==> src/rtl/sqrt_arbiter.sv <==
// Round-robin front end that shares one iterative sqrt unit among N_REQ requesters.
// Latency: grant 1 cycle after req_valid in IDLE, operand at the sqrt input the next cycle, rsp_valid 1 cycle after sq_dout_valid.
// Backpressure: one op in flight; sq_din is held until sq_din_ready, the result is held until the owner's rsp_ready.
module sqrt_arbiter #(
  parameter  int N_REQ  = 4,
  parameter  int DIN_W  = 32,
  localparam int DOUT_W = DIN_W / 2 + DIN_W % 2,
  localparam int ID_W   = (N_REQ > 2) ? $clog2(N_REQ) : 1
) (
  input  logic                   clk,
  input  logic                   rst_n,
  input  logic [N_REQ-1:0]       req_valid,
  input  logic [N_REQ*DIN_W-1:0] req_data,
  output logic [N_REQ-1:0]       req_ready,
  output logic [N_REQ-1:0]       rsp_valid,
  output logic [DOUT_W-1:0]      rsp_data,
  input  logic [N_REQ-1:0]       rsp_ready,
  output logic [DIN_W-1:0]       sq_din,
  output logic                   sq_din_valid,
  input  logic                   sq_din_ready,
  input  logic [DOUT_W-1:0]      sq_dout,
  input  logic                   sq_dout_valid,
  output logic                   busy,
  output logic [ID_W-1:0]        grant_id
);

  typedef enum logic [1:0] {IDLE, ISSUE, WAIT, RESP} state_t;

  state_t            state_q, state_d;
  logic [ID_W-1:0]   rr_ptr_q, rr_ptr_d;
  logic [ID_W-1:0]   grant_q, grant_d;
  logic [N_REQ-1:0]  req_ready_q, req_ready_d;
  logic [N_REQ-1:0]  rsp_valid_q, rsp_valid_d;
  logic [DIN_W-1:0]  sq_din_q, sq_din_d;
  logic              sq_din_valid_q, sq_din_valid_d;
  logic [DOUT_W-1:0] rsp_data_q, rsp_data_d;

  logic              hi_found;
  logic [ID_W-1:0]   pick_hi, pick_lo, pick;
  logic [DIN_W-1:0]  dat_hi, dat_lo, pick_dat;

  // Round-robin pick: lowest requester at or above rr_ptr, else wrap to the lowest requester overall.
  always_comb begin
    hi_found = 1'b0;
    pick_hi  = '0;
    pick_lo  = '0;
    dat_hi   = '0;
    dat_lo   = '0;
    for (int i = N_REQ - 1; i >= 0; i--) begin
      if (req_valid[i]) begin
        pick_lo = ID_W'(i);
        dat_lo  = req_data[i*DIN_W +: DIN_W];
        if (i >= int'(rr_ptr_q)) begin
          hi_found = 1'b1;
          pick_hi  = ID_W'(i);
          dat_hi   = req_data[i*DIN_W +: DIN_W];
        end
      end
    end
    pick     = hi_found ? pick_hi : pick_lo;
    pick_dat = hi_found ? dat_hi : dat_lo;
  end

  // Next-state and registered-output logic; every register holds unless its state acts on it.
  always_comb begin
    state_d        = state_q;
    rr_ptr_d       = rr_ptr_q;
    grant_d        = grant_q;
    req_ready_d    = '0;
    rsp_valid_d    = rsp_valid_q;
    sq_din_d       = sq_din_q;
    sq_din_valid_d = sq_din_valid_q;
    rsp_data_d     = rsp_data_q;
    case (state_q)
      IDLE: begin
        if (|req_valid) begin
          grant_d           = pick;
          sq_din_d          = pick_dat;
          req_ready_d[pick] = 1'b1;
          sq_din_valid_d    = 1'b1;
          state_d           = ISSUE;
        end
      end
      ISSUE: begin
        if (sq_din_ready) begin
          sq_din_valid_d = 1'b0;
          state_d        = WAIT;
        end
      end
      WAIT: begin
        if (sq_dout_valid) begin
          rsp_data_d           = sq_dout;
          rsp_valid_d[grant_q] = 1'b1;
          state_d              = RESP;
        end
      end
      RESP: begin
        if (rsp_ready[grant_q]) begin
          rsp_valid_d = '0;
          rr_ptr_d    = (grant_q == ID_W'(N_REQ - 1)) ? '0 : grant_q + ID_W'(1);
          state_d     = IDLE;
        end
      end
      default: state_d = IDLE;
    endcase
  end

  // State and output registers; reset abandons any operation in flight.
  always_ff @(posedge clk or negedge rst_n) begin
    if (!rst_n) begin
      state_q        <= IDLE;
      rr_ptr_q       <= '0;
      grant_q        <= '0;
      req_ready_q    <= '0;
      rsp_valid_q    <= '0;
      sq_din_q       <= '0;
      sq_din_valid_q <= 1'b0;
      rsp_data_q     <= '0;
    end else begin
      state_q        <= state_d;
      rr_ptr_q       <= rr_ptr_d;
      grant_q        <= grant_d;
      req_ready_q    <= req_ready_d;
      rsp_valid_q    <= rsp_valid_d;
      sq_din_q       <= sq_din_d;
      sq_din_valid_q <= sq_din_valid_d;
      rsp_data_q     <= rsp_data_d;
    end
  end

  assign req_ready    = req_ready_q;
  assign rsp_valid    = rsp_valid_q;
  assign rsp_data     = rsp_data_q;
  assign sq_din       = sq_din_q;
  assign sq_din_valid = sq_din_valid_q;
  assign busy         = (state_q != IDLE);
  assign grant_id     = grant_q;

endmodule
==> config.mk <==
export PLATFORM = sky130hd
export DESIGN_NAME = sqrt_arbiter
export DESIGN_NICKNAME = d
export VERILOG_FILES = /design/src/rtl/sqrt_arbiter.sv
export SDC_FILE = /design/constraint.sdc
export NUM_CORES = 1
export LEC_CHECK = 0
export CORE_ASPECT_RATIO = 1.1
export CORE_MARGIN = 3
export CORE_UTILIZATION = 44
export CTS_CLUSTER_SIZE = 12
export DETAILED_ROUTE_END_ITERATION = 16
export GPL_TIMING_DRIVEN = 0
export PLACE_DENSITY = 0.82
export SLEW_MARGIN = 20
export SYNTH_ARGS = -nofsm -noshare
export SYNTH_HDL_FRONTEND = slang
export SYNTH_SLANG_ARGS = --single-unit
==> constraint.sdc <==
create_clock -name clk -period 1.98 [get_ports clk]
set_clock_uncertainty 0.05 [all_clocks]
set_input_delay 0.198 -clock clk [delete_from_list [all_inputs] [get_ports clk]]
set_output_delay 0.198 -clock clk [all_outputs]
set_load 0.005 [all_outputs]
==> run summary, run 1 <==
Via/cell ratio: 6.40
Initial DRT Pass Iterations: 6
Row count: 40
Final worst path period need: 1.94 ns
Static leakage: 3.14 nW
H-tree depth: 3
Grt ovf: 0
TritonCTS sink count: 63
Primary FF master, synth: dfrtp_1
Total power: 9.61 mW
Dpl hpwl: 16200 µm
Yosys cell types: 49
Asr flop ratio synth: 100%
CP Launch Type: flip-flop
Pwr Density: 1200 mW/mm²
Area Overhead vs Synth: 58.0%
Core Util, Final: 72.2%
Synth top area cells: dfrtp_1 (31%), nand2_1 (6.8%), a21oi_1 (6.3%)
Psw: 3.76 mW
Post-synth top area share: 31.1%
Core area: 0.0111 mm²
Detailed Route WL: 22300 µm
Final period util: 97.8%
Nets: 1069
CP arrival: 2.11 ns
Post-synth EDFFs: 0
Vias: 6769
Global-route wire length before repair: 34700 µm
Layout cells sized above 1: 15.9%
Clock share of power: 18.0%
Maximum root-to-sink buffer count: 2
Comb power frac: 58.0%
ANT nets after route: 0
Sequential Power Share: 24.0%
Worst slew margin: 49.0%
Initial core utilization: 45.7%
Worst VDD drop: 653 µV
Syn. warnings: 0
Internal power: 5.86 mW
Final setup vio count: 0
Gr usage total: 34.1%
DIE HEIGHT: 119 µm
Max-cap viol count: 0
Total CTS buffers: 9
Part of the Yosys area used for sequential elements: 31.1%
Die ar.: 0.0129 mm²
GP Congestion: 0.956
Slew Limit Fails: 0
Initial antenna violation count: 0
Clock Tree Root: clkbuf_16
Leading area contributor after synthesis: dfrtp_1
Hold Path Class: in2async
Clock Pin Slew Worst Setup and Hold Paths: 0.06 ns
Clock latency on the worst-skew pair: 0.34 ns
Iteration-0 DRC Markers: 817
WL/cell: 21.1 µm
Kind of critical path: reg2reg
# diodes: 0
Achievable clock frequency: 0.517 GHz
DRC viols: 0
CTS tree: yes
PortBufs: 213
Mean cell area of the mapped netlist: 7.67 µm²
Post-Syn Area: 0.00507 mm²
Largest net degree at the start of global routing: 46
Status: completed
Synthesized Nets: 826
Fill cell count: 874
Crit path required time: 2.16 ns
Final hold violations: 0
Sw frac: 39.1%
Mapped Cells: 662
Io pins: 216
Yosys reg bits: 63
Vias in the first global route: 6957
Die Wd: 108 µm
Slew @ Worst Pin: 0.765 ns
CP max FO: 10
Endpoint class of the critical path: flip-flop
Setup TNS: 0 ns
cell usage after synthesis (2+ instances only):
cell       count
nand2_1       92
o21ai_0       56
inv_1         11
buf_6          5
dfrtp_1       63
buf_2         29
or2_2         11
o221ai_1       4
nor2b_1       15
a21o_1         3
a21oi_1       64
o21ai_1        6
o2111ai_1      5
mux2_2        18
a211oi_1      21
a32oi_1       13
buf_1          3
a221oi_1      11
o211ai_1       3
o22ai_1       18
clkbuf_1      26
o31ai_1       12
o221a_2       11
a31oi_1       20
and2_1         3
ha_1           8
nor4_2         2
nor3_1        14
a22oi_1        3
nor2_1        56
nand2b_1      10
nand3_1       29
registers in the layout (all words and copies together), names as in the netlist:
| register | flops |
|---|---|
| rr_ptr_q | 2 |
| sq_din_valid | 1 |
| rsp_data | 16 |
| rsp_valid | 4 |
| state_q | 2 |
| sq_din | 32 |
| grant_id | 2 |
| req_ready | 4 |
path summary, 6_finish.rpt:
path | startpoint | end | slack [ns] | cells after the start
worst max-delay path | rr_ptr_q[0] | sq_din[29] | 0.04 | 7
worst min-delay path | rst_n | sq_din[29] | 0.25 | 2
worst max register to register | rr_ptr_q[0] | sq_din[29] | 0.04 | 7
worst min register to register | sq_din[27] | sq_din[27] | 0.44 | 2
max in group asynchronous | rst_n | sq_din[14] | 1.08 | 3
min in group clk | sq_dout[13] | rsp_data[13] | 0.43 | 2
per-stage QoR:
stage	instances	hold slack (ns)	area, µm²	worst slack (ns)
finish	1057	0.248	8020	0.0439
global route	1057	0.290	8020	-0.0114
CTS	1043	0.254	7810	0.00296
detailed placement	1023	0.0663	7420	-0.567
global placement	1022	0.419	7390	-1.56
floorplan	662	-0.148	5070	0.188
critical path, stage by stage (launching register included):
cell      delay, ns
dfrtp_1        0.34
buf_6          0.14
nand2b_4       0.19
a21oi_4        0.09
or3_1          0.43
buf_2          0.24
o21ai_0        0.23
o21ai_1        0.10
metal layers:
layer  GRT usage (%)  up-vias  part of all wire (%)
met1            41.5     3110                    35
li1                -     2927                     -
met3            8.25      156                    12
met5               0        -                     0
met2            54.2      576                    47
met4            20.0        0                   6.1
placed cells by master, fill, tap and decap left out, types with 18 or more instances in the layout:
| cell type | count |
|---|---|
| a21oi_1 | 64 |
| a211oi_1 | 19 |
| nand2_1 | 91 |
| nor2_1 | 55 |
| buf_2 | 21 |
| dfrtp_1 | 62 |
| o21ai_0 | 53 |
| clkdlybuf4s50_1 | 211 |
| a31oi_1 | 20 |
| mux2_2 | 18 |
| buf_4 | 21 |
| nand3_1 | 29 |
| o22ai_1 | 18 |
logic make-up (layout without fill, tap and decap cells):
family	after synthesis	in the layout	share of synthesized area, %
AO/OA/AOI/OAI	257	257	33.3
AND/OR/NAND/NOR	239	239	21.8
buffers and inverters	76	324	7.37
flip-flops	63	63	31.1
multiplexers	19	19	4.44
adder cells (fa/ha/maj)	8	8	1.97
power groups by stage:
| stage | Combinational (mW) | Sequential (mW) | Clock, mW |
|---|---|---|---|
| 6_report | 5.57 | 2.31 | 1.73 |
| 5_1_grt | 5.96 | 2.37 | 1.81 |
| 4_1_cts | 5.22 | 2.30 | 1.72 |
| 3_5_place_dp | 5.08 | 2.31 | 0 |
| 3_3_place_gp | 4.96 | 2.28 | 0 |
| 2_1_floorplan | 2.62 | 2.30 | 0 |
layout make-up:
cell class	instances	area, µm²	area share, %
repair buffers	235	2360	29.4
flip-flops and latches	63	1580	19.7
plain buffers	62	369	4.60
inverters	11	41.3	0.515
well taps	147	184	2.29
multi-input cells	523	3170	39.6
clock buffers	10	229	2.86
clock inverters	6	85.1	1.06
repair_timing:
item / in CTS / in global routing
hold buffers: 1 / 0
setup endpoints to repair: 46 / 45
buffers inserted: 4 / 15
hold endpoints to repair: 18 / 0
cloned: 0 / 1
gates resized for setup: 19 / 32
pin swaps: 4 / 10
No activity file was read; power rests on OpenSTA's default activity.
==> inputs of run 2 (changes only) <==
GPL_TIMING_DRIVEN = not set   (was 0)
SETUP_SLACK_MARGIN = 0.02   (was not set)
==> run 2 against run 1 <==
Global-route usage fell by 2.9 points. Largest power group unchanged. Setup slack gained 0.083 ns. Final cell count shrank 2.0%. Count of clock-buffer cells in the layout is 2 higher. Register-to-register slack improved by 0.08 ns. Sequential share of layout area rose by 0.26 points. Die area did not move. Routed wire length down 9.3%. Maximum frequency is 4.5% higher. Via count decreased by 4.1%. Core utilization decreased by 0.90 points. Critical endpoint is now req_ready[1]. Largest cell class unchanged.
==> run summary, run 2 (same netlist as run 1, synthesis figures left out) <==
Worst r2r src: rr_ptr_q[0]
Core area: 0.0111 mm²
Kind of critical path: reg2reg
TritonCTS sink count: 63
Final Cell Area: 0.00792 mm²
DRC viols: 0
Vias in the first global route: 6494
Worst slack, placed: -0.193 ns
Clock latency on the worst-skew pair: 0.33 ns
Critical path launch point: rr_ptr_q[0]
Endpoint class of the critical path: flip-flop
Final worst path period need: 1.85 ns
Final setup vio count: 0
CP max FO: 24
Placed cell areas: 0.00756 mm²
Gr usage total: 31.2%
R2R Path End: req_ready[1]
Largest net degree at the start of global routing: 64
Io pins: 216
GP Congestion: 0.924
Maximum root-to-sink buffer count: 2
R2R setup slack: 0.13 ns
Static leakage: 3.11 nW
End of the critical path: req_ready[1]
Inst Count DP: 1016
Setup ws final: 0.127 ns
Crit path required time: 2.13 ns
Worst VDD drop: 640 µV
Finished Layout Cells: 1036
RSZ-0062 raised after global routing: false
Max-cap viol count: 0
# diodes: 0
Clock Pin Slew Worst Setup and Hold Paths: 0.05 ns
Layout cells sized above 1: 14.8%
Slew Limit Fails: 0
Slew @ Worst Pin: 0.488 ns
Final period util: 93.6%
Via/cell ratio: 6.27
PortBufs: 215
Max reg flops: 32
Grt ovf: 0
Critical Path Slowest Stage Cell: dfrtp_2
Initial DRT Pass Iterations: 7
CP arrival: 2.00 ns
Detailed Route WL: 20200 µm
Most frequent cells in the layout: clkdlybuf4s50_1 (210), nand2_1 (92), a21oi_1 (64), dfrtp_1 (61)
Dpl hpwl: 14700 µm
Achievable clock frequency: 0.540 GHz
Die ar.: 0.0129 mm²
Vias: 6493
Pwr Density: 1170 mW/mm²
CP Launch Type: flip-flop
H-tree depth: 3
WL/cell: 19.5 µm
DIE HEIGHT: 119 µm
Iteration-0 DRC Markers: 660
Global-route wire length before repair: 32100 µm
Worst-path cell chain: nand2b_4, buf_12, nor2_1, buf_4, nor3_1, buf_4, nand2b_1, nor2_1
ANT nets after route: 0
Total CTS buffers: 9
Nets: 1049
Total power: 9.23 mW
Status: completed
Largest stage delay, worst path: 0.44 ns
Hold_ws: 0.360 ns
Fill cell count: 902
Initial antenna violation count: 0
Row count: 40
Initial core utilization: 45.7%
Die Wd: 108 µm
Final hold violations: 0
R2R cell count: 8
Worst slew margin: 67.4%
Hold Path Class: in2async
Clock Tree Root: clkbuf_16
Area Overhead vs Synth: 56.0%
CTS tree: yes
Commonest non-fill, non-tap cell in the layout: clkdlybuf4s50_1
## run 2: worst max-delay path, delay by kind of cell (launching register included)
family                 cells  cell delay, ns
buffers and inverters      3            0.50
AND/OR/NAND/NOR            5            0.73
flip-flops                 1            0.44
## run 2: cell type report
class	instances	area (µm²)	share of cell area, %
Inverter	11	41.3	0.521
Clock buffer	12	256	3.24
Clock inverter	3	42.5	0.537
Tap cell	147	184	2.32
Timing Repair Buffer	277	2680	33.8
Multi-Input combinational cell	523	3140	39.6
Sequential cell	63	1580	19.9
## run 2: how the worst min path moves through the flow
stage | start | to | slack [ns] | depth (start not counted)
after global placement | rst_n | sq_din[23] | 0.19 | 2
after CTS | rst_n | sq_din[23] | 0.38 | 3
after floorplan | rst_n | grant_id[0] | -0.15 | 0
final | rst_n | sq_din[23] | 0.36 | 3
after detailed placement | rst_n | sq_din[23] | 0.19 | 2
after global routing | rst_n | sq_din[23] | 0.40 | 3
## run 2: per-layer routing
layer / track usage, % / vias to the layer above / part of all wire [%]
li1: - / 2881 / -
met1: 37.4 / 2979 / 36
met2: 50.5 / 526 / 48
met3: 7.43 / 107 / 11
met4: 18.2 / 0 / 5.4
met5: 0 / - / 0
## run 2: through the flow
stage / utilization (%) / setup TNS (ns)
final: 71.3 / 0
after detailed placement: 68.1 / -3.99
after floorplan: - / 0
after global routing: 71.3 / 0
after CTS: 70.8 / 0
after global placement: 68.1 / -1.98
## run 2: timing repair
item	in CTS	in global routing
gates resized for setup	1	6
pin swaps	0	2
endpoints found under the hold margin	63	0
hold buffers	1	0
setup endpoints to repair	1	24
setup buffers	0	4
## run 2: report_power, final
part           internal, mW  switching (mW)  total (mW)
Sequential             1.92           0.419        2.34
Clock                  1.03           0.565        1.60
Combinational          2.75            2.53        5.29
